`src/rtl/id_ex_stage_pkg.sv`:
```
// Shared control-bundle layouts, memory/writeback encodings and BUBBLE constants
// for the decode->execute boundary of the reduced MIPS core.
package id_ex_stage_pkg;

  typedef enum logic [3:0] {
    ALU_ADD = 4'd0,
    ALU_SUB = 4'd1,
    ALU_AND = 4'd2,
    ALU_OR  = 4'd3,
    ALU_XOR = 4'd4,
    ALU_SLT = 4'd5,
    ALU_SLL = 4'd6,
    ALU_SRL = 4'd7
  } alu_op_e;

  typedef enum logic [1:0] {
    MEM_NONE  = 2'b00,
    MEM_READ  = 2'b01,
    MEM_WRITE = 2'b10
  } mem_rdwr_e;

  typedef enum logic {
    WRB_READ  = 1'b0,
    WRB_WRITE = 1'b1
  } wrb_we_e;

  typedef struct packed {
    alu_op_e alu_op;
    logic    alu_src;
    logic    reg_dst;
  } exe_ctrl_t;

  typedef struct packed {
    mem_rdwr_e  rdwr;
    logic [1:0] size;
    logic       sign_ext;
  } mem_ctrl_t;

  typedef struct packed {
    wrb_we_e wr_en;
    logic    mem_to_reg;
  } wrb_ctrl_t;

  // A BUBBLE must neither touch memory nor write the register file.
  localparam exe_ctrl_t BUBBLE_EXE_CTRL = '{alu_op: ALU_ADD, alu_src: 1'b0, reg_dst: 1'b0};
  localparam mem_ctrl_t BUBBLE_MEM_CTRL = '{rdwr: MEM_NONE, size: 2'b00, sign_ext: 1'b0};
  localparam wrb_ctrl_t BUBBLE_WRB_CTRL = '{wr_en: WRB_READ, mem_to_reg: 1'b0};

endpackage

```
`src/rtl/load_use_detector.sv`:
```
// Load-use hazard detect: a load in EX whose destination rt is read by the
// instruction in ID. Purely combinational; r0 never creates a hazard.
import id_ex_stage_pkg::*;

module load_use_detector #(
  parameter int NB_REG_ADDR = 5
) (
  input  logic                   i_enable,
  input  mem_rdwr_e              i_ex_rdwr,
  input  logic [NB_REG_ADDR-1:0] i_ex_rt_addr,
  input  logic [NB_REG_ADDR-1:0] i_id_rs_addr,
  input  logic [NB_REG_ADDR-1:0] i_id_rt_addr,
  output logic                   o_haz
);

  logic ex_is_load;
  logic addr_match;

  assign ex_is_load = (i_ex_rdwr == MEM_READ) && (i_ex_rt_addr != '0);
  assign addr_match = (i_ex_rt_addr == i_id_rs_addr) || (i_ex_rt_addr == i_id_rt_addr);
  assign o_haz      = i_enable && ex_is_load && addr_match;

endmodule

```
`src/rtl/id_ex_stage.sv`:
```
// ID/EX pipeline register with load-use stall, flush and debug freeze; 1-cycle latency.
// Optional saturating load-use bubble counter when ID_EX_STALL_CNT_EN is defined.
import id_ex_stage_pkg::*;

module id_ex_stage #(
  parameter int NB_DATA     = 32,
  parameter int NB_REG_ADDR = 5,
  parameter int NB_CNT      = 32
) (
  input  logic                   i_clock,
  input  logic                   i_reset,
  input  logic                   i_enable,
  input  logic                   i_flush,
  input  exe_ctrl_t              i_exe_ctrl,
  input  mem_ctrl_t              i_mem_ctrl,
  input  wrb_ctrl_t              i_wrb_ctrl,
  input  logic [NB_DATA-1:0]     i_rs_data,
  input  logic [NB_DATA-1:0]     i_rt_data,
  input  logic [NB_DATA-1:0]     i_imm_ext,
  input  logic [NB_DATA-1:0]     i_pc_next,
  input  logic [NB_REG_ADDR-1:0] i_rs_addr,
  input  logic [NB_REG_ADDR-1:0] i_rt_addr,
  input  logic [NB_REG_ADDR-1:0] i_rd_addr,
  output exe_ctrl_t              o_exe_ctrl,
  output mem_ctrl_t              o_mem_ctrl,
  output wrb_ctrl_t              o_wrb_ctrl,
  output logic [NB_DATA-1:0]     o_rs_data,
  output logic [NB_DATA-1:0]     o_rt_data,
  output logic [NB_DATA-1:0]     o_imm_ext,
  output logic [NB_DATA-1:0]     o_pc_next,
  output logic [NB_REG_ADDR-1:0] o_rs_addr,
  output logic [NB_REG_ADDR-1:0] o_rt_addr,
  output logic [NB_REG_ADDR-1:0] o_rd_addr,
  output logic                   o_stall,
  output logic [NB_CNT-1:0]      o_stall_count
);

  logic haz;

  load_use_detector #(.NB_REG_ADDR(NB_REG_ADDR)) u_load_use_detector (
    .i_enable     (i_enable),
    .i_ex_rdwr    (o_mem_ctrl.rdwr),
    .i_ex_rt_addr (o_rt_addr),
    .i_id_rs_addr (i_rs_addr),
    .i_id_rt_addr (i_rt_addr),
    .o_haz        (haz)
  );

  // A flushed ID instruction is dead, so there is nothing worth holding.
  assign o_stall = haz & ~i_flush;

  always_ff @(posedge i_clock) begin
    if (i_reset) begin
      o_exe_ctrl <= BUBBLE_EXE_CTRL;
      o_mem_ctrl <= BUBBLE_MEM_CTRL;
      o_wrb_ctrl <= BUBBLE_WRB_CTRL;
      o_rs_data  <= '0;
      o_rt_data  <= '0;
      o_imm_ext  <= '0;
      o_pc_next  <= '0;
      o_rs_addr  <= '0;
      o_rt_addr  <= '0;
      o_rd_addr  <= '0;
    end else if (i_enable) begin
      // Data and addresses always follow ID; only control decides whether EX does anything.
      o_rs_data <= i_rs_data;
      o_rt_data <= i_rt_data;
      o_imm_ext <= i_imm_ext;
      o_pc_next <= i_pc_next;
      o_rs_addr <= i_rs_addr;
      o_rt_addr <= i_rt_addr;
      o_rd_addr <= i_rd_addr;
      if (i_flush || haz) begin
        o_exe_ctrl <= BUBBLE_EXE_CTRL;
        o_mem_ctrl <= BUBBLE_MEM_CTRL;
        o_wrb_ctrl <= BUBBLE_WRB_CTRL;
      end else begin
        o_exe_ctrl <= i_exe_ctrl;
        o_mem_ctrl <= i_mem_ctrl;
        o_wrb_ctrl <= i_wrb_ctrl;
      end
    end
  end

`ifdef ID_EX_STALL_CNT_EN
  logic [NB_CNT-1:0] stall_cnt;

  // o_stall already implies i_enable and no flush, i.e. a hazard BUBBLE is being written.
  always_ff @(posedge i_clock) begin
    if (i_reset) begin
      stall_cnt <= '0;
    end else if (o_stall && (stall_cnt != '1)) begin
      stall_cnt <= stall_cnt + NB_CNT'(1);
    end
  end

  assign o_stall_count = stall_cnt;
`else
  assign o_stall_count = '0;
`endif

endmodule

```
`config.mk`:
```
export PLATFORM = sky130hd
export DESIGN_NAME = id_ex_stage
export DESIGN_NICKNAME = d
export VERILOG_FILES = /design/src/rtl/id_ex_stage_pkg.sv /design/src/rtl/load_use_detector.sv /design/src/rtl/id_ex_stage.sv
export SDC_FILE = /design/constraint.sdc
export NUM_CORES = 1
export LEC_CHECK = 0
export ABC_AREA = 0
export CAP_MARGIN = 25
export CORE_AREA = 2 2 137 139
export CTS_CLUSTER_SIZE = 24
export DETAILED_ROUTE_END_ITERATION = 10
export DIE_AREA = 0 0 139 141
export PLACE_DENSITY_LB_ADDON = 0.2
export SYNTH_ARGS = -nofsm -noshare
export SYNTH_HDL_FRONTEND = slang
export SYNTH_HIERARCHICAL = 1
export SYNTH_SLANG_ARGS = --single-unit
```
`constraint.sdc`:
```
create_clock -name i_clock -period 2.6 [get_ports i_clock]
set_input_delay 0.26 -clock i_clock [delete_from_list [all_inputs] [get_ports i_clock]]
set_output_delay 0.26 -clock i_clock [all_outputs]
set_load 0.02 [all_outputs]
```
# == After elaboration in Yosys (flattened, before gate mapping) ==
# Index checks and enable logic that the tools add are counted.
# totals
reg_bits,156
input_bits,160
output_inout_bits,189
elab_cells,29
# op_classes
eq_ne,3
n_mux,3
n_bitwise,2
reduce_logical,6
# op_table
op,count
$eq A5 B5 Y1,2
$mux W6,1
$mux W5,1
$reduce_bool A5 Y1,1
$logic_and A1 B1 Y1,3
$eq A2 B1 Y1 const B,1
$logic_or A1 B1 Y1,2
$mux W2,1
$and A1 B1 Y1,1
$not A1 Y1,1

# == Longest topological paths before layout ==
# depth
word_depth,6
ltp_mapped,7
depth_no_buf,6

# == Modules after synthesis ==
# The synthesis kept the hierarchy.
# by_module_without_submodules
mod,n_inst,cells_each,area_each_um2,seq_area_each_um2
id_ex_stage,1,553,6005.8,3123.0
load_use_detector,1,19,132.6,0.0

# == Worst setup path before layout ==
# OpenSTA, ideal clock, no wires.
# synth_path
kind,register -> output
start,reg o_rt_addr[2]
end,out o_stall
arrival_time_ns,1.671
t_required_ns,2.340
path_slack_ns,0.669
stages_incl_launch_ff,7
path_buffers,1
path_cell_list,dfxtp_1 xor2_1 nor3_1 nand3_1 a21oi_1 clkbuf_1 nor2b_1
# synth_between
elab_chain_len,5
elab_cells_between_ends,8
cone_classes,eq/ne (2); bitwise (1); reduce/logical (5)
# synth_rtl
element,line,rtl
"start, declared",id_ex_stage.sv:32,"output logic [NB_REG_ADDR-1:0] o_rt_addr,"
"start signal, assigned",id_ex_stage.sv:71,o_rt_addr <= i_rt_addr;
$reduce_bool A5 Y1,load_use_detector.sv:19,assign ex_is_load = (i_ex_rdwr == MEM_READ) && (i_ex_rt_addr != '0);
$logic_and A1 B1 Y1,load_use_detector.sv:19,
$logic_and A1 B1 Y1,load_use_detector.sv:21,assign o_haz = i_enable && ex_is_load && addr_match;
$logic_and A1 B1 Y1 (*),load_use_detector.sv:21,
via haz,id_ex_stage.sv:38,logic haz;
$and A1 B1 Y1 (*),id_ex_stage.sv:50,assign o_stall = haz & ~i_flush;
"end, declared",id_ex_stage.sv:34,"output logic o_stall,"
# Mark *: on every way through the listed nets, which the timed path passes. The rest lies on a longest branch.

# == Worst setup path after layout ==
# Same ends and word-level chain as after synthesis.

==> results.toml <==
[run_status]
outcome = "finished, final reports clean"

[placed_design]
globalplace.congestion = 0.7861
port_buffers = 316
dpl_cell_area_um2 = 9170
dp.cells = 1089
dp_hpwl_mm = 11.54

[drt]
drt-initial-drc-count = 179
vias_per_cell = 4.356
wl_per_cell_um = 14.74
vias = 4874
drc = 0
drt_wl_total_mm = 16.50
ant_nets = 0
dr.pass1.iters = 4

[synth]
synth_area_um2 = 6138
ys_types = 20
synth_compound_area_share_pct = 1.223
synth_top_family_by_area = "multiplexers"
syn_area_per_cell_um2 = 10.73
synthAdderAreaFrac_pct = 0
synthCells = 572
synth_mux_area_share_pct = 23.32
ys_seq_area_share_pct = 50.88
synthSimpleGateAreaFrac_pct = 13.13
synth_seq_cells = 156
synth-xor-area-share_pct = 1.427
synth_warnings = 6

[global_route]
grt_first_pass_wirelength_mm = 25.53
grt_usage_pct = 16.42
grt_max_degree = 157
gr-total-overflow = 0
first_global_vias = 4677
antenna_found_initial = 0

[layout]
num_antenna_cells = 0
fin_area_um2 = 9809
multiInputGateArea_um2 = 2524
regArea_um2 = 3123
nets = 1034
drive_gt1_share_pct = 4.294
syn_to_final_growth_pct = 59.80
final.fill_count = 1660
final_cells = 1119

[cts]
clock-root-buffer = "clkbuf_16"
cts_buffer_depth = 2
clk_latency_ps = 420
cts.clk_slew.worst_paths_ps = 60
cts-buffers-inserted = 17
clock-sinks = 156
htree_levels = 4
cts_tree = "built"
cts_hold_buf = 0

[die]
initial_core_util_pct = 33.60
core.rowCount = 50
core_um2 = 18270
die-area_um2 = 19600
ioPinCount = 349
die_w_um = 139
dieHeight_um = 141

[timing]
fin_crit_ps = 2389
clock.fmax_ghz = 0.4186
hold_viol_final = 0
setup_viol_count_final = 0
finClkSkew_ps = 9.445
rsz0062_at_grt = "false"
maxSlewViolCount = 0
finalSetupTns_ps = 0
post-route-period-util_pct = 91.88
relSlewSlack_pct = 45.97
worst_pin_slew_ps = 810.4

[critical_path]
worst-path-buf-inv = 1
path_cells = "xor2_1, nor3_1, nand3_1, a21oi_2, nor2b_1, dlygate4sd2_1"
crit_required_ps = 2340
slowest_delay_ps = 460
cp-end-kind = "output pin"
crit_path_start_kind = "flop"
critPathArrivalTime_ps = 2130
path_max_fanout = 5
crit_family = "simple AND/OR/NAND/NOR gates"
r2r-start = "o_rt_addr[2]"
cp-startpoint = "o_rt_addr[2]"
cp_slowest_cell = "dfxtp_1"
critPathKind = "reg2out"

[worst_hold_path]
hold_class = "in2reg"
min-delay-start = "i_exe_ctrl[3]"

[power_and_ir_drop]
ir_drop_mv = 0.4202
swShare_pct = 24.18
seq_power_share_pct = 40.8
power.internal_w = 0.004838
power_density_nw_per_um2 = 650.5
pwr-share-comb_pct = 17.1
p_switching_w = 0.001543
power.share.clock_pct = 42.2
power_leakage_nw = 4.141

[job]
max_cap_viol_count = 0
## tightest hold or removal path: stages
cell and delay (ps):
clkdlybuf4s50_1 400, nand4bb_1 90, a21oi_1 50
## kinds of logic (layout without fill, tap and decap cells)
group | after synthesis | after routing
and+or+nand+nor | 177 | 177
xor gates and xnor gates | 10 | 10
buffers and inverters | 70 | 352
DFF | 156 | 156
muxes | 143 | 143
AOI/OAI and AO/OA | 15 | 15
other | 1 | 32
## Yosys cell counts (all sizes together)
cell type,number,area (um2)
dfxtp,156,3123
nor2,144,540.5
mux2i,143,1431
buf,56,559.3
a21oi,14,70.07
clkbuf,14,52.55
nand2b,13,81.33
nand4bb,13,146.4
xor2,6,52.55
xnor2,4,35.03
nand3,2,10.01
nor3,2,10.01
conb,1,3.750
nand2,1,3.750
nor2b,1,6.260
o21ai,1,5.000
or4,1,7.510
## power by group through the flow
stage | clock network (W) | registers [W] | logic, W
4_1_cts | 0.00277 | 0.00260 | 0.00110
6_report | 0.00269 | 0.00260 | 0.00109
5_1_grt | 0.00286 | 0.00262 | 0.00116
3_5_place_dp | 0 | 0.00265 | 0.00110
3_3_place_gp | 0 | 0.00265 | 0.00110
2_1_floorplan | 0 | 0.00282 | 0.000418
## per-stage QoR
step	setup slack (ps)	hold WS, ps	power (W)	utilization, %
after detailed placement	-6.903	463.4	0.003750	50.20
after floorplan	669.4	407.2	0.003239	-
final	211.2	429.9	0.006381	53.70
after CTS	204.5	406.5	0.006479	53.70
after global routing	88.07	414.1	0.006649	53.70
after global placement	-6.754	457.5	0.003746	50.20
## registers in the layout (all words and copies together) (netlist names)
signal,cells
o_exe_ctrl,6
o_imm_ext,32
o_mem_ctrl,5
o_pc_next,32
o_rd_addr,5
o_rs_addr,5
o_rs_data,32
o_rt_addr,5
o_rt_data,32
o_wrb_ctrl,2
## timing repair
action | 4_1_cts | 5_1_grt
resized for setup | 2 | 0
endpoints found under the setup margin | 1 | 0
buffers inserted | 0 | 0
## layer usage
layer / part of all wire (%) / vias to the layer above / track usage (%)
li1: - / 2437 / -
met1: 42 / 2194 / 19.31
met2: 47 / 221 / 26.94
met3: 9.2 / 22 / 6.861
met4: 1.8 / 0 / 6.007
met5: 0 / - / 0
## placed cells by master, fill, tap and decap left out
master           instances
nand3_1                  2
nor2_1                 144
a21oi_2                  1
dlygate4sd2_1            1
clkdlybuf4s50_1        313
conb_1                  32
a21oi_1                 13
buf_12                   2
buf_4                    5
clkinv_4                 3
nand4bb_1               13
mux2i_1                143
nand2_1                  1
o21ai_1                  1
or4_1                    1
nor3_1                   2
nand2b_1                13
clkbuf_1                 1
xor2_1                   6
bufinv_16                5
clkinvlp_4               1
nor2b_1                  1
clkbuf_8                 2
clkbuf_16               17
clkinv_2                 2
xnor2_1                  4
dfxtp_1                156
## area by class of cell
cell class	instances	area share (%)
Multi-Input combinational cell	377	25.73
Clock buffer	19	4.515
Tap cell	234	2.985
Clock inverter	11	1.977
Timing Repair Buffer	322	32.96
Sequential cell	156	31.84
## path summary, 6_finish.rpt
kind / to / cells past startpoint / slack, ps
min reg2reg: o_wrb_ctrl[0] / 2 / 470
max reg2reg: o_mem_ctrl[0] / 7 / 830
max: o_stall / 6 / 210
min: o_exe_ctrl[3] / 3 / 430
(Power assumes the default switching activity.)
